File: src/rtl/stereo_scan_seq.sv
// rtl/stereo_scan_seq.sv - raster-scan sequencer that reads left/right pixels, emits pairs and writes disparities
// All outputs are registered and take the value decided for the state being entered.
module stereo_scan_seq #(
  parameter int IMG_WID  = 320,
  parameter int IMG_HGT  = 240,
  parameter int MAX_DISP = 16,
  parameter int PIX_W    = 8
) (
  input  logic             clk_in,
  input  logic             reset_n_in,
  input  logic             start_in,
  output logic             busy_out,
  output logic             done_out,
  output logic [1:0]       sel_out,
  output logic [18:0]      row_index_out,
  output logic [18:0]      col_index_out,
  output logic             mem_rd_out,
  output logic             mem_wr_out,
  input  logic             mem_ack_in,
  input  logic [PIX_W-1:0] mem_rdata_in,
  output logic [PIX_W-1:0] mem_wdata_out,
  output logic             pair_valid_out,
  output logic [PIX_W-1:0] left_pix_out,
  output logic [PIX_W-1:0] right_pix_out,
  output logic             pair_oob_out,
  output logic [5:0]       disp_idx_out,
  output logic             last_pair_out,
  input  logic             disp_valid_in,
  input  logic [PIX_W-1:0] disp_in
);

  typedef enum logic [2:0] {
    S_IDLE,
    S_RD_L,
    S_RD_R,
    S_EMIT,
    S_WAIT_D,
    S_WR_D,
    S_DONE
  } state_t;

  localparam logic [18:0] COL_LAST = 19'(IMG_WID - 1);
  localparam logic [18:0] ROW_LAST = 19'(IMG_HGT - 1);
  localparam logic [5:0]  D_LAST   = 6'(MAX_DISP - 1);
  localparam logic [1:0]  SEL_L    = 2'b00;
  localparam logic [1:0]  SEL_R    = 2'b01;
  localparam logic [1:0]  SEL_D    = 2'b10;

  state_t            state_q, state_d;
  logic [18:0]       row_q, row_d;
  logic [18:0]       col_q, col_d;
  logic [5:0]        d_q, d_d;
  logic              busy_q, busy_d;
  logic              done_q, done_d;
  logic [1:0]        sel_q, sel_d;
  logic [18:0]       row_idx_q, row_idx_d;
  logic [18:0]       col_idx_q, col_idx_d;
  logic              rd_q, rd_d;
  logic              wr_q, wr_d;
  logic [PIX_W-1:0]  wdata_q, wdata_d;
  logic [PIX_W-1:0]  left_q, left_d;
  logic [PIX_W-1:0]  right_q, right_d;
  logic              pv_q, pv_d;
  logic              oob_q, oob_d;
  logic              last_q, last_d;

  logic [5:0]        d_inc;
  logic [18:0]       d_ext;
  logic [18:0]       d_next_ext;
  logic              cur_oob;
  logic              next_oob;
  logic              last_pix;
  logic [18:0]       col_adv;
  logic [18:0]       row_adv;

  always_comb begin
    d_inc      = d_q + 6'd1;
    d_ext      = {13'd0, d_q};
    d_next_ext = {13'd0, d_inc};
    cur_oob    = col_q < d_ext;
    next_oob   = col_q < d_next_ext;
    last_pix   = (row_q == ROW_LAST) && (col_q == COL_LAST);
    col_adv    = (col_q == COL_LAST) ? 19'd0 : col_q + 19'd1;
    row_adv    = (col_q == COL_LAST) ? row_q + 19'd1 : row_q;

    state_d   = state_q;
    row_d     = row_q;
    col_d     = col_q;
    d_d       = d_q;
    busy_d    = busy_q;
    done_d    = 1'b0;
    sel_d     = sel_q;
    row_idx_d = row_idx_q;
    col_idx_d = col_idx_q;
    rd_d      = rd_q;
    wr_d      = wr_q;
    wdata_d   = wdata_q;
    left_d    = left_q;
    right_d   = right_q;
    pv_d      = 1'b0;
    oob_d     = 1'b0;
    last_d    = 1'b0;

    case (state_q)
      S_IDLE: begin
        if (start_in) begin
          state_d   = S_RD_L;
          busy_d    = 1'b1;
          row_d     = 19'd0;
          col_d     = 19'd0;
          d_d       = 6'd0;
          rd_d      = 1'b1;
          sel_d     = SEL_L;
          row_idx_d = 19'd0;
          col_idx_d = 19'd0;
        end
      end
      S_RD_L: begin
        if (mem_ack_in) begin
          left_d  = mem_rdata_in;
          rd_d    = 1'b0;
          state_d = S_RD_R;
        end
      end
      S_RD_R: begin
        // Entered from RD_L with rd low so the left request visibly drops first.
        if (cur_oob) begin
          right_d = '0;
          oob_d   = 1'b1;
          pv_d    = 1'b1;
          last_d  = (d_q == D_LAST);
          state_d = S_EMIT;
        end else if (!rd_q) begin
          rd_d      = 1'b1;
          sel_d     = SEL_R;
          row_idx_d = row_q;
          col_idx_d = col_q - d_ext;
        end else if (mem_ack_in) begin
          right_d = mem_rdata_in;
          rd_d    = 1'b0;
          pv_d    = 1'b1;
          last_d  = (d_q == D_LAST);
          state_d = S_EMIT;
        end
      end
      S_EMIT: begin
        if (d_q == D_LAST) begin
          state_d = S_WAIT_D;
        end else begin
          d_d     = d_inc;
          state_d = S_RD_R;
          if (!next_oob) begin
            rd_d      = 1'b1;
            sel_d     = SEL_R;
            row_idx_d = row_q;
            col_idx_d = col_q - d_next_ext;
          end
        end
      end
      S_WAIT_D: begin
        if (disp_valid_in) begin
          wdata_d   = disp_in;
          wr_d      = 1'b1;
          sel_d     = SEL_D;
          row_idx_d = row_q;
          col_idx_d = col_q;
          state_d   = S_WR_D;
        end
      end
      S_WR_D: begin
        if (mem_ack_in) begin
          wr_d = 1'b0;
          d_d  = 6'd0;
          if (last_pix) begin
            state_d = S_DONE;
            busy_d  = 1'b0;
            done_d  = 1'b1;
          end else begin
            row_d     = row_adv;
            col_d     = col_adv;
            rd_d      = 1'b1;
            sel_d     = SEL_L;
            row_idx_d = row_adv;
            col_idx_d = col_adv;
            state_d   = S_RD_L;
          end
        end
      end
      S_DONE: begin
        state_d = S_IDLE;
      end
      default: begin
        state_d = S_IDLE;
      end
    endcase
  end

  always_ff @(posedge clk_in or negedge reset_n_in) begin
    if (!reset_n_in) begin
      state_q   <= S_IDLE;
      row_q     <= 19'd0;
      col_q     <= 19'd0;
      d_q       <= 6'd0;
      busy_q    <= 1'b0;
      done_q    <= 1'b0;
      sel_q     <= 2'b00;
      row_idx_q <= 19'd0;
      col_idx_q <= 19'd0;
      rd_q      <= 1'b0;
      wr_q      <= 1'b0;
      wdata_q   <= '0;
      left_q    <= '0;
      right_q   <= '0;
      pv_q      <= 1'b0;
      oob_q     <= 1'b0;
      last_q    <= 1'b0;
    end else begin
      state_q   <= state_d;
      row_q     <= row_d;
      col_q     <= col_d;
      d_q       <= d_d;
      busy_q    <= busy_d;
      done_q    <= done_d;
      sel_q     <= sel_d;
      row_idx_q <= row_idx_d;
      col_idx_q <= col_idx_d;
      rd_q      <= rd_d;
      wr_q      <= wr_d;
      wdata_q   <= wdata_d;
      left_q    <= left_d;
      right_q   <= right_d;
      pv_q      <= pv_d;
      oob_q     <= oob_d;
      last_q    <= last_d;
    end
  end

  assign busy_out       = busy_q;
  assign done_out       = done_q;
  assign sel_out        = sel_q;
  assign row_index_out  = row_idx_q;
  assign col_index_out  = col_idx_q;
  assign mem_rd_out     = rd_q;
  assign mem_wr_out     = wr_q;
  assign mem_wdata_out  = wdata_q;
  assign pair_valid_out = pv_q;
  assign left_pix_out   = left_q;
  assign right_pix_out  = right_q;
  assign pair_oob_out   = oob_q;
  assign disp_idx_out   = d_q;
  assign last_pair_out  = last_q;

endmodule

File: config.mk
export PLATFORM = sky130hd
export DESIGN_NAME = stereo_scan_seq
export DESIGN_NICKNAME = d
export VERILOG_FILES = /design/src/rtl/stereo_scan_seq.sv
export SDC_FILE = /design/constraint.sdc
export NUM_CORES = 1
export LEC_CHECK = 0
export ABC_AREA = 1
export ABC_CLOCK_PERIOD_IN_PS = 6600
export CORE_ASPECT_RATIO = 0.8
export CORE_MARGIN = 2
export CORE_UTILIZATION = 50
export CTS_CLUSTER_DIAMETER = 50
export DETAILED_ROUTE_END_ITERATION = 10
export GPL_TIMING_DRIVEN = 0
export PLACE_DENSITY = 0.76
export SLEW_MARGIN = 20
export SYNTH_ARGS = -nofsm -noshare
export SYNTH_HDL_FRONTEND = slang
export SYNTH_SLANG_ARGS = --single-unit
File: constraint.sdc
create_clock -name clk_in -period 6.6 [get_ports clk_in]
set_input_delay 1.32 -clock clk_in [delete_from_list [all_inputs] [get_ports clk_in]]
set_output_delay 1.32 -clock clk_in [all_outputs]
set_load 0.02 [all_outputs]
==> flow_summary_export.csv <==
group,metric,value,unit
status,outcome,"finished, final reports clean",
worst_setup_path,regToRegStartpoint,"disp_idx_out[2]",
global_routing,maximum_number_of_pins_on_one_net_before_global_route_repair,62,
layout,layout-drive-gt1-share,10.01,%
detailed_routing,postRouteWirelength,24830,um
cts,clkTransAtPathRegs,0.05,ns
detailed_routing,first_iter_violations,1010,
synthesis,netlist_top_cells_area,"sky130_fd_sc_hd__dfrtp_1 37%, sky130_fd_sc_hd__nand2_1 18%, sky130_fd_sc_hd__o21ai_0 7.0%",
cts,clockBufferDepth,2,
worst_setup_path,critical_path.cell_chain,"inv_1 > o31ai_1 > nand2_1 > ha_1 > nand2_1 > nor2_1 > nand2_1 > nand2_2 > inv_2 > nand3_1 > nand2_2 > nor2_2 > buf_2 > nand2_1 > nand2_1",
power_and_ir_drop,total_net_switching_power,1.639,mW
cts,cts_tree,"built",
timing,worst_slew_pin_slew,0.7104,ns
layout,final_design_area_excluding_fillers,9793,sq um
synthesis,synth-seq-cells,118,
detailed_routing,routedWlPerCell,16.73,um
detailed_routing,postRouteAntennaNets,0,
power_and_ir_drop,clock_power_share,26.5,%
power_and_ir_drop,power.static_leakage,4.649,nW
global_routing,grt_antenna_before_repair,0,
detailed_routing,post_drt_via_cell_ratio,5.549,
power_and_ir_drop,power.density_cell_area,384.3,nW/um^2
die,dieArea,16830,sq um
power_and_ir_drop,share_seq_of_total_power,24.9,%
worst_setup_path,worst_path_largest_cell_delay,0.43,ns
worst_setup_path,timing.critical_path.depth,15,
placement,half_perimeter_wire_length_after_detailed_placement,18300,um
synthesis,yosys.area.top_type,"sky130_fd_sc_hd__dfrtp_1",
placement,placement.io_buffers,97,
timing,setup_repair_after_global_routing_missed_its_margin,"no",
worst_setup_path,kind_of_end_point_of_the_critical_path,"register",
worst_setup_path,start_kind,"register",
detailed_routing,vias,8234,
worst_setup_path,cp_top_family,"simple AND/OR/NAND/NOR gates",
power_and_ir_drop,p_int,2.125,mW
detailed_routing,drt_first_pass_iters,5,
power_and_ir_drop,ir_worst_vdd,0.3023,mV
layout,final-instance-count-excl-fill,1484,
synthesis,ys.flop_type,"sky130_fd_sc_hd__dfrtp_1",
power_and_ir_drop,power_switching_share,43.54,%
layout,antenna_cells_inserted,0,
synthesis,synthesis.nets,1178,
global_routing,grt_pass1_wl,39140,um
timing,fin_tns_setup,0,ns
worst_setup_path,worst_path_slowest_cell,"sky130_fd_sc_hd__dfrtp_1",
cts,latest_clock_arrival_within_the_worst_skew_pair,0.43,ns
die,chipWidth,144.5,um
worst_setup_path,setup.reg_to_reg.worst_slack,3.70,ns
timing,worst_clock_skew,0.01147,ns
worst_hold_path,hold-path-endpoint,"right_pix_out[1]",
detailed_routing,detail_route.drc_violations,0,
timing,max-slew-margin-rel,52.64,%
global_routing,grt.overflow.total,0,
timing,smallest_setup_slack_after_layout,3.696,ns
synthesis,synthesis.area_per_instance,6.930,sq um
die,io-pin-count,98,
worst_setup_path,worstPathRequired,6.96,ns
timing,layout_worst_path_cycle_share,44.00,%
synthesis,synth-warning-count,0,
timing,slew_violations,0,
timing,final.min_clock_period,2.904,ns
synthesis,synth_async_sr_flop_share,100.0,%
layout,final_nets,1295,
cts,htree_num_levels,4,
worst_hold_path,min_path_type,"register to register",
placement,placer_congestion_estimate,1.042,
timing,hold_viol,0,
cts,post_cts.repair.setup_buffers,0,
worst_setup_path,critPathMostFrequentCell,"sky130_fd_sc_hd__nand2_1",
worst_setup_path,critPathArrivalTime,3.26,ns
timing,setup-violations-final,0,
synthesis,synth_largest_type_area_fraction,37.38,%
layout,fin_util,62.80,%
placement,number_of_instances_in_the_placed_design,1453,
die,fp-row-count,41,
cts,cts.repair.resized,0,
synthesis,synth.lib_cells_used.distinct,41,
global_routing,grt_pass1_vias,7412,
worst_setup_path,criticalPathCategory,"register to register",
job,number_of_max_cap_violations,0,
placement,dpl_worst_slack,3.465,ns
worst_hold_path,hold_path_startpoint,"right_pix_out[1]",
worst_setup_path,r2r_cells,15,
global_routing,gr-usage-all-layers,30.47,%
worst_setup_path,critical_path.reg2reg.endpoint,"row_index_out[4]",
synthesis,postSynthCellCount,1140,
worst_setup_path,crit_path_max_fanout,10,
placement,dpl-instance-area,9169,sq um
timing,max_freq,0.3444,GHz
die,fp.coreArea,15600,sq um
timing,hold-worst-slack,0.4874,ns
synthesis,netlist_area,7900,sq um
die,fp.dieH,116.4,um
die,start_util,50.66,%
cts,clock-sinks,118,
cts,number_of_buffers_inserted_during_clock_tree_synthesis,17,
power_and_ir_drop,comb_power_share,48.6,%
power_and_ir_drop,power.total,3.764,mW
layout,area_growth_syn_to_layout,23.96,%
worst_hold_path,holdPathStages,2,
cts,postCtsHoldBufs,0,
synthesis,ys_seq_area_share,37.38,%
cts,root_buffer_master,"sky130_fd_sc_hd__clkbuf_16",
worst_setup_path,worst-path-buf-inv,3,
synthesis,synth_edf_count,0,
==> worst reg2reg max path, cell delays in order (launching register included) <==
cell and delay, ns:
sky130_fd_sc_hd__dfrtp_1 0.43, sky130_fd_sc_hd__inv_1 0.12, sky130_fd_sc_hd__o31ai_1 0.28, sky130_fd_sc_hd__nand2_1 0.14, sky130_fd_sc_hd__ha_1 0.38, sky130_fd_sc_hd__nand2_1 0.12
sky130_fd_sc_hd__nor2_1 0.18, sky130_fd_sc_hd__nand2_1 0.09, sky130_fd_sc_hd__nand2_2 0.12, sky130_fd_sc_hd__inv_2 0.09, sky130_fd_sc_hd__nand3_1 0.11, sky130_fd_sc_hd__nand2_2 0.13
sky130_fd_sc_hd__nor2_2 0.18, sky130_fd_sc_hd__buf_2 0.29, sky130_fd_sc_hd__nand2_1 0.12, sky130_fd_sc_hd__nand2_1 0.08
==> per-layer routing <==
layer / vias to the layer above / track usage [%] / share of wire [%]
met5: - / 0 / 0.11
met4: 2 / 8.544 / 2.3
li1: 3971 / - / -
met2: 456 / 43.19 / 41
met3: 59 / 10.99 / 11
met1: 3746 / 43.91 / 45
==> registers in the layout, indices dropped and copies added, names as in the netlist, 2 cells and up <==
register	count
col_index_out	19
col_q	19
row_index_out	19
row_q	19
left_pix_out	8
mem_wdata_out	8
right_pix_out	8
disp_idx_out	6
state_q	3
sel_out	2
==> power groups by stage <==
| stage | clock [mW] | combinational [mW] | sequential [mW] |
|---|---|---|---|
| finish | 0.999 | 1.83 | 0.936 |
| global route | 1.04 | 1.98 | 0.951 |
| CTS | 1.00 | 1.79 | 0.935 |
| detailed placement | 0 | 1.78 | 0.943 |
| global placement | 0 | 1.76 | 0.942 |
| floorplan | 0 | 0.957 | 1.08 |
==> cell families (layout without fill, tap and decap cells) <==
group,Yosys count,after routing,share of synthesized area [%]
compound gates,171,171,11.42
xor+xnor,16,16,1.774
fa+ha+maj,17,17,2.883
buf+inv,152,281,8.774
flops,118,118,37.38
mux,8,8,1.140
simple gates,658,658,36.63
==> Yosys cell counts, types with 10 or more instances <==
library cell	n
sky130_fd_sc_hd__a21oi_1	20
sky130_fd_sc_hd__buf_2	20
sky130_fd_sc_hd__buf_6	11
sky130_fd_sc_hd__clkbuf_1	10
sky130_fd_sc_hd__dfrtp_1	118
sky130_fd_sc_hd__ha_1	15
sky130_fd_sc_hd__inv_1	91
sky130_fd_sc_hd__inv_2	11
sky130_fd_sc_hd__nand2_1	376
sky130_fd_sc_hd__nand2_2	11
sky130_fd_sc_hd__nand3_1	109
sky130_fd_sc_hd__nand4_1	23
sky130_fd_sc_hd__nor2_1	83
sky130_fd_sc_hd__nor3_1	18
sky130_fd_sc_hd__o21ai_0	110
sky130_fd_sc_hd__o21ai_1	21
sky130_fd_sc_hd__xor2_1	13
==> final cells by class <==
cell class                 count  area [sq um]
sequential                   118          2953
clock buffer                  23         478.0
clock inverter                 8         146.4
buffer                        48         297.8
multi-input combinational    870          4254
tap                          215         269.0
timing repair buffer          98         999.7
fill                        1457          5802
inverter                     104         395.4
==> how the worst max path moves through the flow <==
stage,start,end,slack (ns)
after floorplan,disp_idx_out[0],col_index_out[4],4.14
after global placement,reset_n_in,row_index_out[12],-0.56
after detailed placement,mem_ack_in,col_index_out[4],3.46
after CTS,disp_idx_out[0],col_index_out[4],3.74
after global routing,disp_idx_out[0],row_index_out[4],3.50
final,disp_idx_out[2],row_index_out[4],3.70
==> layout by cell type (no fill, tap or decap), drive strengths merged <==
| master | n |
|---|---|
| nand3b | 5 |
| nor2 | 97 |
| o211ai | 7 |
| xnor2 | 3 |
| clkinvlp | 1 |
| clkinv | 3 |
| mux2 | 8 |
| nand3 | 115 |
| nand4 | 23 |
| nor4 | 5 |
| clkdlybuf4s50 | 96 |
| o31ai | 2 |
| xor2 | 13 |
| dfrtp | 118 |
| fa | 2 |
| a22o | 1 |
| bufinv | 4 |
| nor3 | 19 |
| o21a | 1 |
| clkbuf | 38 |
| o22ai | 6 |
| o2111ai | 1 |
| and2 | 1 |
| o21ai | 131 |
| buf | 35 |
| nand2 | 387 |
| inv | 104 |
| ha | 15 |
| o21bai | 1 |
| or2 | 6 |
| a21oi | 21 |
Power figures use the tool's default switching activity.
